[src/rtl/serial_add_pkg.sv]
// Shared definitions for the byte-serial adder controller.
//   BYTE_W  : width of one datapath step (the adder_n slice width)
//   state_t : controller FSM encoding (IDLE / RUN / FIN)
package serial_add_pkg;

  localparam int BYTE_W = 8;

  typedef enum logic [1:0] {
    IDLE = 2'd0,
    RUN  = 2'd1,
    FIN  = 2'd2
  } state_t;

endpackage

[src/rtl/adder_n.sv]
// N-bit ripple adder datapath slice, driven one byte per clock by the
// serial controller.
// Ports:
//   a, b : addends (N bits)
//   cin  : carry in
//   sum  : a + b + cin modulo 2^N
//   cout : carry out of bit N-1
module adder_n #(
  parameter int N = 8
) (
  input  logic [N-1:0] a,
  input  logic [N-1:0] b,
  input  logic         cin,
  output logic [N-1:0] sum,
  output logic         cout
);

  assign {cout, sum} = {1'b0, a} + {1'b0, b} + {{N{1'b0}}, cin};

endmodule

[src/rtl/serial_add_ctrl.sv]
// Byte-serial multi-precision adder controller. Captures two W-bit operands
// and a carry-in on an accepted start, feeds adder_n one byte per clock
// (LSB first) with the carry chained through carry_q, and presents the wide
// sum/cout together with a one-cycle done pulse.
// Optional feature: define SERIAL_ADD_SUB_EN to add a 'sub' input that turns
// the operation into A - B (B inverted byte-wise, carry-in forced to 1).
// Ports:
//   clk      : rising-edge clock
//   reset    : synchronous active-high reset
//   start    : request, sampled only in IDLE
//   a_in     : operand A (W bits), captured on accept
//   b_in     : operand B (W bits), captured on accept
//   cin_in   : carry-in for byte 0, captured on accept
//   sub      : (SERIAL_ADD_SUB_EN only) subtract select, captured on accept
//   busy     : high from the cycle after accept through the done cycle
//   done     : one-cycle pulse, sum_out/cout_out valid
//   sum_out  : W-bit result, held until the next accepted start
//   cout_out : carry out of the MSB byte, held like sum_out
import serial_add_pkg::*;

module serial_add_ctrl #(
  parameter  int NBYTES = 4,
  localparam int W      = NBYTES * BYTE_W
) (
  input  logic         clk,
  input  logic         reset,
  input  logic         start,
  input  logic [W-1:0] a_in,
  input  logic [W-1:0] b_in,
  input  logic         cin_in,
`ifdef SERIAL_ADD_SUB_EN
  input  logic         sub,
`endif
  output logic         busy,
  output logic         done,
  output logic [W-1:0] sum_out,
  output logic         cout_out
);

  localparam int CW = $clog2(NBYTES + 1);

  state_t            state, state_nxt;
  logic [CW-1:0]     cnt;
  logic [W-1:0]      a_sh, b_sh;
  logic [W-BYTE_W-1:0] acc;       // bytes already produced, newest on top
  logic              carry_q;
  logic              last_step;

  logic [BYTE_W-1:0] add_a, add_b, add_sum;
  logic              add_cout;
  logic [W-1:0]      acc_ext;     // acc with the current byte sum on top

`ifdef SERIAL_ADD_SUB_EN
  logic              sub_q;
  assign add_b = b_sh[BYTE_W-1:0] ^ {BYTE_W{sub_q}};
`else
  assign add_b = b_sh[BYTE_W-1:0];
`endif
  assign add_a     = a_sh[BYTE_W-1:0];
  assign last_step = (cnt == CW'(NBYTES - 1));
  assign acc_ext   = {add_sum, acc};

  adder_n #(.N(BYTE_W)) u_adder (
    .a    (add_a),
    .b    (add_b),
    .cin  (carry_q),
    .sum  (add_sum),
    .cout (add_cout)
  );

  // FSM state register
  always_ff @(posedge clk) begin
    if (reset) state <= IDLE;
    else       state <= state_nxt;
  end

  // FSM next-state logic
  always_comb begin
    state_nxt = state;
    case (state)
      IDLE:    if (start) state_nxt = RUN;
      RUN:     if (last_step) state_nxt = FIN;
      FIN:     state_nxt = IDLE;
      default: state_nxt = IDLE;
    endcase
  end

  // FSM outputs
  always_comb begin
    busy = 1'b0;
    done = 1'b0;
    case (state)
      RUN:     busy = 1'b1;
      FIN:     begin busy = 1'b1; done = 1'b1; end
      default: ;
    endcase
  end

  // Datapath: operand capture, byte stepping and result registers.
  // The result registers load on the edge that completes the last byte, so
  // they already hold the final value during the FIN (done) cycle and change
  // nowhere else.
  always_ff @(posedge clk) begin
    if (reset) begin
      cnt      <= '0;
      a_sh     <= '0;
      b_sh     <= '0;
      acc      <= '0;
      carry_q  <= 1'b0;
      sum_out  <= '0;
      cout_out <= 1'b0;
`ifdef SERIAL_ADD_SUB_EN
      sub_q    <= 1'b0;
`endif
    end else begin
      case (state)
        IDLE: if (start) begin
          a_sh <= a_in;
          b_sh <= b_in;
          cnt  <= '0;
`ifdef SERIAL_ADD_SUB_EN
          sub_q   <= sub;
          carry_q <= sub ? 1'b1 : cin_in;  // two's complement: ~B + 1
`else
          carry_q <= cin_in;
`endif
        end
        RUN: begin
          a_sh    <= a_sh >> BYTE_W;
          b_sh    <= b_sh >> BYTE_W;
          acc     <= acc_ext[W-1:BYTE_W];
          carry_q <= add_cout;
          cnt     <= cnt + CW'(1);
          if (last_step) begin
            sum_out  <= acc_ext;
            cout_out <= add_cout;
          end
        end
        default: ;
      endcase
    end
  end

endmodule

[config.mk]
export PLATFORM = sky130hd
export DESIGN_NAME = serial_add_ctrl
export DESIGN_NICKNAME = d
export VERILOG_FILES = /design/src/rtl/serial_add_pkg.sv /design/src/rtl/adder_n.sv /design/src/rtl/serial_add_ctrl.sv
export SDC_FILE = /design/constraint.sdc
export NUM_CORES = 1
export LEC_CHECK = 0
export ABC_CLOCK_PERIOD_IN_PS = 4200
export CORE_ASPECT_RATIO = 0.8
export CORE_MARGIN = 2
export CORE_UTILIZATION = 65
export DETAILED_ROUTE_END_ITERATION = 10
export DONT_BUFFER_PORTS = 1
export PLACE_DENSITY = 0.81
export SETUP_SLACK_MARGIN = 0.1
export SYNTH_ARGS = -nofsm -noshare
export SYNTH_HDL_FRONTEND = slang
export SYNTH_HIERARCHICAL = 1
export SYNTH_SLANG_ARGS = --single-unit
export TNS_END_PERCENT = 1
[constraint.sdc]
create_clock -name clk -period 4.2 [get_ports clk]
set_input_delay 0.63 -clock clk [delete_from_list [all_inputs] [get_ports clk]]
set_output_delay 0.63 -clock clk [all_outputs]
set_load 0.01 [all_outputs]
==> implementation parameters <==
Parameter                              Value

STA
  Max-slew violation count ... 0
  Setup repair after global routing missed its margin ... no
  Total setup violations reported at the end of the flow ... 0
  Final period util ... 62.31%
  Hold violation count in the final report ... 0
  Worst hold margin ... 0.1852 ns
  Clock period minus worst slack ... 2.617 ns
  Worst Clk Skew ... 0.007714 ns
  Highest clock rate ... 0.3821 GHz
  Sum of negative setup slack ... 0 ns
  Slew of the pin with the lowest slew margin ... 1.100 ns
  Tightest slew margin relative to the limit ... 26.64%
  Setup WS post-layout ... 1.583 ns

Synth
  Number of instances in the synthesized netlist ... 582
  Number of flops mapped to enable cells by yosys ... 0
  Top cells by count, synth ... 127 x sky130_fd_sc_hd__dfxtp_1, 86 x sky130_fd_sc_hd__nand2_1, 75 x sky130_fd_sc_hd__nor2_1
  Most used standard cell by instance count after synthesis ... sky130_fd_sc_hd__dfxtp_1
  Async SR Flop Fraction ... 0%
  Most used flip-flop cell after synthesis ... sky130_fd_sc_hd__dfxtp_1
  Sequential element share of the synthesized area ... 47.21%
  Synth top area cells ... sky130_fd_sc_hd__dfxtp_1 47%, sky130_fd_sc_hd__mux2i_1 14%, sky130_fd_sc_hd__a211oi_1 7.0%, sky130_fd_sc_hd__nand2_1 6.0%, sky130_fd_sc_hd__nor2_1 5.2%
  Area share of the largest cell type after synthesis ... 47.21%
  Biggest area consumer among synthesized cells ... sky130_fd_sc_hd__dfxtp_1
  Register bit count reported by yosys ... 127
  Yosys cell types ... 37
  Nets in the synthesized netlist ... 664
  Synthesized area per cell ... 9.253 um2
  Post-Synthesis Cell Area ... 0.005385 mm2
  Count of synthesis-stage warnings from yosys ... 6

Layout
  Final-layout fill cell count ... 574
  Area occupied by multi-input gates ... 0.002571 mm2
  Count of antenna diodes in the layout ... 0
  Ratio of cells with drive above 1 in the final layout ... 6.842%
  Synth-to-Final Area Change ... 8.922%
  Total area of sequential cells ... 0.002542 mm2
  Number of standard cells in the layout, taps in and fillers out ... 678
  Final nets ... 639

Pwr
  Total power ... 3120 uW
  Leak ... 0.002142 uW
  Max IR drop VDD ... 0.0003935 V
  Pwr per Cell Area ... 531.9 mW/mm2

Setup path
  Cell at the slowest stage of the critical path ... sky130_fd_sc_hd__buf_4
  Family of cells with the greatest summed delay on the critical path ... buffers and inverters
  Element type at the critical path end ... flip-flop
  Critical path required time ... 4.59 ns
  CP bufs+invs ... 2
  Setup slack of the worst register-to-register path ... 1.58 ns
  Largest fanout on the critical path ... 67
  Cells on worst reg2reg path ... 6
  Critical R2R Launch ... state[1]$_SDFFE_PP0P_
  Startpoint type of the worst setup path ... flip-flop
  Reg2Reg Capture Point ... cnt[1]$_SDFFE_PP0P_
  Delay contributed by the slowest stage of the critical path ... 0.80 ns
  Data arrival time of the worst path ... 3.01 ns
  Cell chain of the critical path ... inv_1 -> ha_4 -> buf_4 -> mux2i_4 -> a32oi_1 -> nor2_1
  Classification of the worst setup path ... flip-flop to flip-flop

Worst hold path
  Instance count along the most critical hold path ... 1
  Hold EP ... sum_out[13]$_SDFFE_PP0P_
  Type of the most critical hold path ... input pin to flip-flop
  Hold Startpoint ... reset

Clock tree
  Number of sinks on the clock net ... 127
  CTS Buf Count ... 17
  Clock tree from TritonCTS ... done
  CTS root buffer ... sky130_fd_sc_hd__clkbuf_8
  Worst-skew pair later-pin latency ... 0.51 ns
  # Post-CTS Setup Buffers ... 0
  Hold-fix buffers, CTS ... 0
  Depth of the CTS H-tree ... 4
  Post-cts repair resize count ... 0
  Maximum root-to-sink buffer count ... 2
  Clock slew at reported path FFs ... 0.06 ns

Floorplan
  Overall die area ... 0.009033 mm2
  Num ports ... 103
  Floorplan die width ... 105.8 um
  Core region area ... 0.007983 mm2
  Num rows ... 29
  Die H ... 85.41 um
  Initial Utilization ... 67.46%

Placed design
  Placed Cells incl. Taps ... 646
  Placer's final routability congestion estimate ... 0.8013
  Post-place setup slack ... 1.628 ns
  Quantity of I/O buffers inserted on ports ... 0
  Placed wire-length estimate after detailed placement ... 7.223 mm

Global route
  Maximum number of pins on one net before global-route repair ... 128
  Wire length of the first global-routing pass ... 18.46 mm
  Leftover overflow at the end of global routing ... 0
  Number of global-route vias before repair ... 3759
  Gr usage total ... 26.00%
  Antenna violations before repair ... 0

Drt
  Number of vias after detailed routing ... 3907
  Detailed-route DRC error count ... 0
  Number of nets still failing antenna checks after routing ... 0
  Routed length per instance ... 16.49 um
  Drt via density ... 5.763
  Detailed-routing iteration count for the pre-antenna-repair pass ... 5
  Detailed Route Iter0 Violations ... 202
  Total length of routed wires ... 11.18 mm

Run
  Max-cap violation count ... 0

Run status
  Run status ... complete, no violations
[area by class of cell]
| type | instances | area share, % |
|---|---|---|
| Multi-Input combinational cell | 402 | 43.84 |
| Sequential cell | 127 | 43.34 |
| Clock buffer | 19 | 7.530 |
| Clock inverter | 13 | 2.346 |
| Tap cell | 108 | 2.304 |
| Inverter | 8 | 0.5119 |
| Timing Repair Buffer | 1 | 0.1280 |
[layer usage]
metal / global-route usage [%] / vias to the layer above / part of all wire, %
li1: - / 1979 / -
met2: 40.06 / 100 / 47
met1: 34.92 / 1817 / 45
met5: 0 / - / 0
met4: 7.297 / 0 / 1.2
met3: 9.140 / 11 / 6.6
[logic make-up (layout without fill, tap and decap cells)]
group | count (synthesis) | count (layout) | synth area share [%]
AND/OR/NAND/NOR | 191 | 191 | 15.03
flip-flops | 127 | 127 | 47.21
AO/OA/AOI/OAI | 118 | 118 | 14.03
multiplexers | 75 | 75 | 14.27
buffers and inverters | 53 | 41 | 5.274
adder cells (fa/ha/maj) | 14 | 14 | 3.532
XOR/XNOR | 4 | 4 | 0.6507
[how the worst max path moves through the flow]
stage | startpoint | to | depth (start not counted)
global route | state[1]$_SDFFE_PP0P_ | cnt[1]$_SDFFE_PP0P_ | 6
global placement | state[1]$_SDFFE_PP0P_ | cnt[2]$_SDFFE_PP0P_ | 6
floorplan | a_sh[0]$_SDFFE_PP0P_ | carry_q$_SDFFE_PP0P_ | 7
CTS | state[1]$_SDFFE_PP0P_ | cnt[1]$_SDFFE_PP0P_ | 6
detailed placement | state[1]$_SDFFE_PP0P_ | cnt[1]$_SDFFE_PP0P_ | 6
finish | state[1]$_SDFFE_PP0P_ | cnt[1]$_SDFFE_PP0P_ | 6
[registers in the layout (all words and copies together) (netlist names)]
register / count
a_sh: 32
acc: 24
b_sh: 32
carry_q: 1
cnt: 3
cout_out: 1
state: 2
sum_out: 32
[power by group]
part	total (uW)	switching [uW]	internal [uW]
clock	1410	532	874
combinational	370	206	164
sequential	1340	56.9	1290
[metrics by stage]
step / util (%) / cell area (um2)
final: 73.48 / 5866
after global routing: 73.48 / 5866
after CTS: 73.48 / 5866
after detailed placement: 66.22 / 5286
after global placement: 66.22 / 5286
after floorplan: - / 5385
[worst register-to-register path, delay by kind of cell (launching register included)]
kind	cells	cell delay, ns
AOI/OAI and AO/OA	1	0.28
adders and majority gates	1	0.49
buffers and inverters	2	0.94
DFF	1	0.32
muxes	1	0.43
and+or+nand+nor	1	0.06
[layout by cell type (no fill, tap or decap), types with 2 or more instances in the layout]
| cell | synthesis | layout |
|---|---|---|
| sky130_fd_sc_hd__clkinv_2 | 0 | 4 |
| sky130_fd_sc_hd__nor2_1 | 75 | 75 |
| sky130_fd_sc_hd__fa_1 | 2 | 2 |
| sky130_fd_sc_hd__mux2i_1 | 73 | 73 |
| sky130_fd_sc_hd__clkinv_4 | 0 | 3 |
| sky130_fd_sc_hd__nor2b_1 | 2 | 2 |
| sky130_fd_sc_hd__a32oi_1 | 2 | 2 |
| sky130_fd_sc_hd__bufinv_16 | 0 | 2 |
| sky130_fd_sc_hd__nand3b_1 | 18 | 18 |
| sky130_fd_sc_hd__clkbuf_8 | 0 | 3 |
| sky130_fd_sc_hd__nor3_1 | 2 | 2 |
| sky130_fd_sc_hd__xor2_1 | 2 | 2 |
| sky130_fd_sc_hd__a21o_1 | 2 | 2 |
| sky130_fd_sc_hd__a211oi_1 | 50 | 50 |
| sky130_fd_sc_hd__xnor2_1 | 2 | 2 |
| sky130_fd_sc_hd__ha_1 | 12 | 11 |
| sky130_fd_sc_hd__dfxtp_1 | 127 | 127 |
| sky130_fd_sc_hd__a311o_1 | 2 | 2 |
| sky130_fd_sc_hd__nand3_1 | 2 | 2 |
| sky130_fd_sc_hd__a21oi_1 | 56 | 56 |
| sky130_fd_sc_hd__clkbuf_16 | 0 | 16 |
| sky130_fd_sc_hd__inv_1 | 7 | 7 |
| sky130_fd_sc_hd__nand2b_1 | 3 | 3 |
| sky130_fd_sc_hd__nand2_1 | 86 | 86 |
| sky130_fd_sc_hd__clkinvlp_4 | 0 | 3 |
Note: power is estimated with default switching activity, not from simulation.
